`src/rtl/mem_read_responder_pkg.sv`:
```
// Shared constants and FSM encoding for the memory read responder.
// Holds the word width, the state enum and the default latency/out-of-range word.
// Imported by the interface, the storage array and the responder top.
`ifndef WORD_SIZE
`define WORD_SIZE 16
`endif

package mem_read_responder_pkg;

    localparam int DEF_WORD_SIZE = `WORD_SIZE;
    localparam int DEF_DEPTH     = 256;
    localparam int DEF_LATENCY   = 2;
    localparam logic [DEF_WORD_SIZE-1:0] DEF_OOR_DATA = '0;

    // Latency counter is 4 bits wide, so LATENCY may range from 1 to 15.
    localparam int CNT_W = 4;

    typedef enum logic [1:0] {
        S_IDLE  = 2'd0,
        S_WAIT  = 2'd1,
        S_READY = 2'd2,
        S_HOLD  = 2'd3
    } state_e;

endpackage

```
`src/rtl/mem_read_responder_if.sv`:
```
// CPU-side read bus: readM / address / data / inputReady.
// The shared data bus is resolved here from the responder's drive value and enable,
// so the bus has exactly one tri-state buffer and it sits in the interface.
interface mem_read_responder_if
    import mem_read_responder_pkg::*;
#(
    parameter int W = DEF_WORD_SIZE
);
    logic         readM;
    logic [W-1:0] address;
    logic         inputReady;
    logic [W-1:0] drv_dat;
    logic         drv_oe;
    wire  [W-1:0] data;

    // Memory side owns the bus only while drv_oe is high; otherwise it floats.
    assign data = drv_oe ? drv_dat : {W{1'bz}};

    modport slave (
        input  readM,
        input  address,
        output inputReady,
        output drv_dat,
        output drv_oe
    );

    modport master (
        output readM,
        output address,
        input  inputReady,
        input  data
    );
endinterface

```
`src/rtl/mem_read_responder_mem_array.sv`:
```
// Word-addressed backing store: synchronous write, combinational read.
// Read of an address >= DEPTH yields OOR_DATA; writes to such addresses are dropped.
// No reset on the storage: contents survive a responder reset.
module mem_array
    import mem_read_responder_pkg::*;
#(
    parameter int           W        = DEF_WORD_SIZE,
    parameter int           DEPTH    = DEF_DEPTH,
    parameter logic [W-1:0] OOR_DATA = DEF_OOR_DATA
) (
    input  logic         clk,
    input  logic         we_i,
    input  logic [W-1:0] waddr_i,
    input  logic [W-1:0] wdata_i,
    input  logic [W-1:0] raddr_i,
    output logic [W-1:0] rdata_o
);
    localparam int AW = (DEPTH > 1) ? $clog2(DEPTH) : 1;

    logic [W-1:0] mem_q [DEPTH];
    logic         wr_in_range;
    logic         rd_in_range;

    assign wr_in_range = (32'(waddr_i) < DEPTH);
    assign rd_in_range = (32'(raddr_i) < DEPTH);

    // Preload write; the guard keeps high address bits from aliasing into the array.
    always_ff @(posedge clk) begin
        if (we_i && wr_in_range) begin
            mem_q[waddr_i[AW-1:0]] <= wdata_i;
        end
    end

    assign rdata_o = rd_in_range ? mem_q[raddr_i[AW-1:0]] : OOR_DATA;

endmodule

```
`src/rtl/mem_read_responder.sv`:
```
// Memory-side read responder: latches a CPU read, waits LATENCY cycles, returns the word.
// Latency: request sampled at edge N -> inputReady high in the cycle after edge N+LATENCY.
// Backpressure: CPU holds readM until inputReady; dropping readM early aborts with no pulse.
module mem_read_responder
    import mem_read_responder_pkg::*;
#(
    parameter int                   WORD_SIZE = DEF_WORD_SIZE,
    parameter int                   DEPTH     = DEF_DEPTH,
    parameter int                   LATENCY   = DEF_LATENCY,
    parameter logic [WORD_SIZE-1:0] OOR_DATA  = DEF_OOR_DATA
) (
    input  logic                 clk,
    input  logic                 reset,
    mem_read_responder_if.slave  bus,
    input  logic                 init_we,
    input  logic [WORD_SIZE-1:0] init_addr,
    input  logic [WORD_SIZE-1:0] init_data,
    output logic                 busy,
    output logic [WORD_SIZE-1:0] read_count
);
    state_e               state_q, state_d;
    logic [CNT_W-1:0]     cnt_q, cnt_d;
    logic [WORD_SIZE-1:0] addr_q, addr_d;
    logic [WORD_SIZE-1:0] rdata_q, rdata_d;
    logic [WORD_SIZE-1:0] read_count_q, read_count_d;
    logic [WORD_SIZE-1:0] mem_rdata;

    // Storage is read at the latched address only; the live address bus is ignored after IDLE.
    mem_array #(
        .W        (WORD_SIZE),
        .DEPTH    (DEPTH),
        .OOR_DATA (OOR_DATA)
    ) u_mem (
        .clk     (clk),
        .we_i    (init_we),
        .waddr_i (init_addr),
        .wdata_i (init_data),
        .raddr_i (addr_q),
        .rdata_o (mem_rdata)
    );

    // State and datapath registers; reset aborts any transaction in flight.
    always_ff @(posedge clk or posedge reset) begin
        if (reset) begin
            state_q      <= S_IDLE;
            cnt_q        <= '0;
            addr_q       <= '0;
            rdata_q      <= '0;
            read_count_q <= '0;
        end else begin
            state_q      <= state_d;
            cnt_q        <= cnt_d;
            addr_q       <= addr_d;
            rdata_q      <= rdata_d;
            read_count_q <= read_count_d;
        end
    end

    // Next-state: accept, count down, capture (read-before-write on the capture edge), hold.
    always_comb begin
        state_d      = state_q;
        cnt_d        = cnt_q;
        addr_d       = addr_q;
        rdata_d      = rdata_q;
        read_count_d = read_count_q;
        unique case (state_q)
            S_IDLE: begin
                if (bus.readM) begin
                    addr_d  = bus.address;
                    cnt_d   = CNT_W'(LATENCY - 1);
                    state_d = S_WAIT;
                end
            end
            S_WAIT: begin
                if (!bus.readM) begin
                    state_d = S_IDLE;
                end else if (cnt_q == '0) begin
                    rdata_d = mem_rdata;
                    state_d = S_READY;
                end else begin
                    cnt_d = cnt_q - CNT_W'(1);
                end
            end
            S_READY: begin
                read_count_d = read_count_q + WORD_SIZE'(1);
                state_d      = S_HOLD;
            end
            S_HOLD: begin
                // A continuously held readM is the same request, not a new one.
                if (!bus.readM) begin
                    state_d = S_IDLE;
                end
            end
            default: state_d = S_IDLE;
        endcase
    end

    // Outputs decode the registered state directly, so an async reset drops them at once.
    assign bus.inputReady = (state_q == S_READY);
    assign bus.drv_oe     = ((state_q == S_READY) || (state_q == S_HOLD)) && bus.readM;
    assign bus.drv_dat    = rdata_q;
    assign busy           = (state_q != S_IDLE);
    assign read_count     = read_count_q;

endmodule

```
`src/flat_wrapper.sv`:
```
// flat-port wrapper written by rule: the top's interface ports become plain ports
module mem_read_responder_flat import mem_read_responder_pkg::*;
#(
    parameter int                   WORD_SIZE = DEF_WORD_SIZE,
    parameter int                   DEPTH     = DEF_DEPTH,
    parameter int                   LATENCY   = DEF_LATENCY,
    parameter logic [WORD_SIZE-1:0] OOR_DATA  = DEF_OOR_DATA
)
  (clk, reset, init_we, init_addr, init_data, busy, read_count, bus_readM, bus_address, bus_inputReady, bus_drv_dat, bus_drv_oe);
  mem_read_responder_if #(.W(16)) bus_i ();
  input  logic clk;
  input  logic reset;
  input  logic init_we;
  input  logic [WORD_SIZE-1:0] init_addr;
  input  logic [WORD_SIZE-1:0] init_data;
  output logic busy;
  output logic [WORD_SIZE-1:0] read_count;
  input wire logic [$bits(bus_i.readM)-1:0] bus_readM;
  input wire logic [$bits(bus_i.address)-1:0] bus_address;
  output wire logic [$bits(bus_i.inputReady)-1:0] bus_inputReady;
  output wire logic [$bits(bus_i.drv_dat)-1:0] bus_drv_dat;
  output wire logic [$bits(bus_i.drv_oe)-1:0] bus_drv_oe;
  assign bus_i.readM = bus_readM;
  assign bus_i.address = bus_address;
  assign bus_inputReady = bus_i.inputReady;
  assign bus_drv_dat = bus_i.drv_dat;
  assign bus_drv_oe = bus_i.drv_oe;
  mem_read_responder #(.WORD_SIZE(WORD_SIZE), .DEPTH(DEPTH), .LATENCY(LATENCY), .OOR_DATA(OOR_DATA)) u_core (.clk(clk), .reset(reset), .bus(bus_i), .init_we(init_we), .init_addr(init_addr), .init_data(init_data), .busy(busy), .read_count(read_count));
endmodule
```
`config.mk`:
```
export PLATFORM = sky130hd
export DESIGN_NAME = mem_read_responder_flat
export DESIGN_NICKNAME = d
export VERILOG_FILES = /design/src/rtl/mem_read_responder_pkg.sv /design/src/rtl/mem_read_responder_if.sv /design/src/rtl/mem_read_responder_mem_array.sv /design/src/rtl/mem_read_responder.sv /design/src/flat_wrapper.sv
export SDC_FILE = /design/constraint.sdc
export NUM_CORES = 2
export LEC_CHECK = 0
export CORE_MARGIN = 1.5
export CORE_UTILIZATION = 25
export DETAILED_ROUTE_END_ITERATION = 10
export GPL_TIMING_DRIVEN = 1
export SKIP_CTS_REPAIR_TIMING = 1
export SLEW_MARGIN = 0
export SYNTH_ARGS = -nofsm -noshare
export SYNTH_HDL_FRONTEND = slang
export SYNTH_SLANG_ARGS = --single-unit
export TNS_END_PERCENT = 20
```
`constraint.sdc`:
```
create_clock -name clk -period 3.95 [get_ports clk]
set_input_delay 0.79 -clock clk [delete_from_list [all_inputs] [get_ports clk]]
set_output_delay 0.79 -clock clk [all_outputs]
set_load 0.01 [all_outputs]
```
Yosys cells after proc, flatten, opt, wreduce, memory -nomap -nowiden --
Memories as Yosys holds them, arrays and structs flattened. Cells that the tools add are included.
Word-level totals: output and inout port bits 35, bits of input ports 52, register bits 54, memory bits (writable) 4096, memories 1, logic and storage cells 41, latch bits 0, ROM bits 0
Operators by class: muxes and demuxes 12, div/mod/pow operators 0, order comparisons 2, shifts and indexed selects 0, reduce and logical (&&, ||, !) cells 11, bitwise operators 0, $mul 0, $add $sub $neg 2, eq/ne operators 8
Memories:
- u_core.u_mem.mem_q | depth 256, width 16, read ports 1, clocked after Yosys merged registers in 0, wr ports 1, line mem_read_responder_mem_array.sv:20 | logic [W-1:0] mem_q [DEPTH];
Operator list (count):
- $lt A16 B9 Y1 const B | 2
- $add A16 B1 Y16 const B | 1
- $mux W16 | 1
- $mux W4 | 3
- $mux W2 | 4
- $ne A2 B2 Y1 const B | 4
- $pmux W2 S4 | 1
- $pmux W4 S2 | 1
- $reduce_and A3 Y1 | 2
- $eq A2 B2 Y1 const B | 2
- $logic_not A4 Y1 | 1
- $reduce_and A4 Y1 | 1
- $reduce_bool A2 Y1 | 2
- $sub A4 B1 Y4 const B | 1
- $ne A3 B2 Y1 const B | 1
- $eq A2 B1 Y1 const B | 1
- $logic_and A1 B1 Y1 | 2
- $logic_not A2 Y1 | 1
- $mux W1 | 2
- $reduce_and A2 Y1 | 1
- $logic_or A1 B1 Y1 | 1

Logic depth before layout (Yosys ltp) --
depth after elaboration 4, mapped depth 13, mapped depth without buffers 8

By module --
From an unflattened synthesis, not the netlist that was laid out.
Second synthesis, totals: cells, all modules 7680, area, all modules 161393.5 um2
By module, submodules not included:
- mem_array | times used 1, sequential area each 122998.0 um2, cells an instance 7518, area each 159113.9 um2
- mem_read_responder | times used 1, sequential area each 1351.3 um2, cells an instance 162, area each 2279.7 um2

Worst setup path after synthesis --
No wires, ideal clock.
kind input port to flip-flop, start point input port init_addr[15], end point memory u_core.u_mem.mem_q[118][0] (enable), library setup time 0.388 ns, slack 0.904 ns, arrival 2.658 ns, stages 6, data required time 3.562 ns, path buffers 1, cell sequence nor3_1 -> nand4_1 -> nor3b_1 -> nand3_1 -> clkbuf_1 -> nor2_1
On the way: word-level cells in the longest chain between the ends 4
Ends and longest elaborated chain:
- start, declared | line flat_wrapper.sv:14 | input logic [WORD_SIZE-1:0] init_addr;
- $lt A16 B9 Y1 | line mem_read_responder_mem_array.sv:24 | assign wr_in_range = (32'(waddr_i) < DEPTH);
- $logic_and A1 B1 Y1 | line mem_read_responder_mem_array.sv:29 | if (we_i && wr_in_range) begin
- $mux W1 | line mem_read_responder_mem_array.sv:29
- $mux W1 (implied by the code) | line mem_read_responder_mem_array.sv:30 | mem_q[waddr_i[AW-1:0]] <= wdata_i;
- end, declared | line mem_read_responder_mem_array.sv:20
No other way between the ends.

Worst setup path in the final report --
start point register u_core.addr_q[0], end point register u_core.rdata_q[2], in the netlist u_core.bus.drv_dat[2]
On the way: word-level cells in the longest chain between the ends 2, elaborated cells on any way between the ends 3, those cells by class order compare: 1; mux: 1; memory: 1
Ends and longest elaborated chain:
- start, declared | line mem_read_responder.sv:23 | logic [WORD_SIZE-1:0] addr_q, addr_d;
- start signal, assigned | line mem_read_responder.sv:53 | addr_q <= addr_d;
- $mem_v2 Z256 W16 or $lt A16 B9 Y1 (tied branches)
- $mux W16 (*) | line mem_read_responder_mem_array.sv:34 | assign rdata_o = rd_in_range ? mem_q[raddr_i[AW-1:0]] : OOR_DATA;
- end signal, assigned | line mem_read_responder.sv:54 | rdata_q <= rdata_d;
- end, declared | line mem_read_responder.sv:24 | logic [WORD_SIZE-1:0] rdata_q, rdata_d;
Every way passes the cells marked *; elsewhere a longest branch is shown, timed or not. A chain may end at the register's enable or synchronous reset.

==> reports/summary.txt <==
outcome - completed
R2R depth - 12
chip width - 804 µm
reg2reg end - u_core.bus.drv_dat[2]
CTS tree - done
Synth cell types - 66
gr ovfl total - 0
crit path launch type - register
Core Area - 638000 µm²
crit path DAT - 4.88 ns
DRT iter0 DRCs - 10.8k
RSZ-0062 raised after global routing - false
Worst Tran Pin Value - 1.27 ns
Mapped Area - 160000 µm²
I/O pin cnt - 87
gpl congestion - 0.866
final setup violation count - 0
largest net degree at the start of global routing - 110
Root Buffer - clkbuf_16
Die H - 804 µm
Synth top area share - 0.768
share of layout cells above drive strength 1 - 0.276
Mapped Cells - 7459
Clock Sinks - 4150
Final HPWL DP - 299000 µm
number of synthesized flops with an enable pin - 4096
clock transition at the registers of the reported paths - 0.07 ns
Site Rows - 293
setup TNS - 0 ns
fin crit share - 1.00
total power - 123 mW
r2r startpoint - u_core.addr_q[0]
main flop type after synthesis - edfxtp_1
Via Count - 82.3k
worst-case vdd ir drop - 0.458 mV
CP Capture Type - register
die area - 646000 µm²
HP Class - in2async
time the worst path needs with I/O delays and setup - 3.95 ns
Syn Nets - 7514
crit-path max FO - 25
count leader, synth - edfxtp_1
pre-CTS WS - -0.143 ns
async set-reset flop share out of synthesis - 0.0130
worst-skew pair later-pin latency - 1.01 ns
Rel. slew slack - 0.149
PortBufs - 86
Final Hold Viols - 0
post-synth top area cell - edfxtp_1
initial antenna violation count - 25
sequential fraction of the synthesis area - 0.776
H-tree Lvls - 5
max-cap violations - 0
vias in the first global route - 80.8k
pwr dens - 643 nW/µm²
Tot GR Track Use - 0.138
#FFs+latches synth - 4150
WL per Instance - 27.0 µm
initial core utilization - 0.251
Setup Skew - 0.104 ns
fmax - 253 MHz
R2R Setup Slk - 0.0009 ns
first-pass GRT wire length - 643000 µm
drt first pass iters - 6
CP Class - reg2reg
DR DRC count - 0
final net count - 8470
FILL cells - 61.1k
vias per cell - 4.79
Final Worst Setup Slack - 0.000888 ns
P&R area growth vs syn - 19.8%
commonest cells in the netlist - 4096 x edfxtp_1, 840 x mux4_2, 535 x mux2i_1
clk buf depth - 4
CTS buffer count - 407
Critical Path RT - 4.88 ns
top cells by area, synth - edfxtp_1 77%, mux4_2 12%, mux2i_1 3.3%
Final ANT Viol Nets - 0
yosys synthesis warning count - 0
Total Routed Length - 464000 µm
Hold Slack - 0.250 ns
static leakage - 59.7 nW
Final Max Slew Viols - 0
syn_area_per_cell - 21.5 µm²
[flip-flops by register name, indices dropped and copies added, names as in the netlist, named ones only]
name and count:
u_core.u_mem.mem_q 4096, u_core.cnt_q 4, u_core.addr_q 16, u_core.state_q 1, u_core.read_count 16, u_core.bus.drv_dat 16
[placed cells by master, fill, tap and decap left out, types with 136 or more instances in the layout]
master	n
o221ai_1	207
mux2i_1	535
edfxtp_1	4096
buf_4	666
o22ai_1	136
nor2_1	274
buf_12	229
clkbuf_16	408
mux4_2	840
nand2_1	152
[cell type report]
type / instances / area (µm²) / area share
Sequential cell: 4150 / 124000 / 0.648
Multi-Input combinational cell: 2863 / 33400 / 0.174
Inverter: 12 / 58.8 / 0.000306
Timing Repair Buffer: 981 / 10500 / 0.0548
Clock inverter: 245 / 2390 / 0.0124
Antenna cell: 29 / 72.6 / 0.000378
Clock buffer: 500 / 10600 / 0.0554
Tap cell: 8407 / 10500 / 0.0548
[report_power, final]
| group | internal, mW | switching (mW) |
|---|---|---|
| registers | 48.5 | 0.439 |
| clock network | 21.2 | 16.9 |
| logic | 14.5 | 21.9 |
| total | 84.2 | 39.2 |
[worst max-delay path by stage]
stage / endpoint / cells past startpoint / from
3_3_place_gp: u_core.u_mem.mem_q[24][8] / 10 / init_addr[15]
2_1_floorplan: u_core.u_mem.mem_q[118][0] / 6 / init_addr[15]
3_5_place_dp: u_core.u_mem.mem_q[24][3] / 10 / init_addr[15]
6_report: u_core.bus.drv_dat[2] / 12 / u_core.addr_q[0]
5_1_grt: u_core.bus.drv_dat[0] / 8 / u_core.addr_q[4]
4_1_cts: u_core.bus.drv_dat[12] / 10 / u_core.addr_q[0]
[worst max-delay path, stage by stage (launching register included)]
cell and delay, ns:
dfrtp_4 0.47, buf_12 0.19, buf_4 0.41, buf_4 0.36, mux2i_1 0.12, o221ai_1 0.36
o22ai_1 0.15, o21ai_0 0.45, nand4_1 0.44, buf_4 0.29, o21ai_1 0.31, buf_4 0.18
a32o_1 0.15
[per-stage QoR]
step | utilization | cell area [µm²] | cells
after floorplan | - | 160000 | 7459
after detailed placement | 0.281 | 179000 | 16400
after global placement | 0.281 | 179000 | 16400
after CTS | 0.301 | 192000 | 17200
final | 0.301 | 192000 | 17200
after global routing | 0.301 | 192000 | 17200
[kinds of logic after synthesis]
| family | count (synthesis) | share of synthesized area |
|---|---|---|
| flip-flops | 4150 | 0.776 |
| multiplexers | 1410 | 0.154 |
| AO/OA/AOI/OAI | 754 | 0.0334 |
| AND/OR/NAND/NOR | 681 | 0.0187 |
| buffers and inverters | 446 | 0.0166 |
| XOR/XNOR | 15 | 0.000820 |
| adder cells (fa/ha/maj) | 3 | 0.000234 |
[layer usage]
metal  vias up  global-route usage  part of all wire
met4         0              0.0402             0.031
met3       634              0.0308             0.093
li1      33500                   -                 -
met5         -                   0                 0
met2      3918               0.217              0.46
met1     44200               0.192              0.42
(Power assumes the default switching activity.)
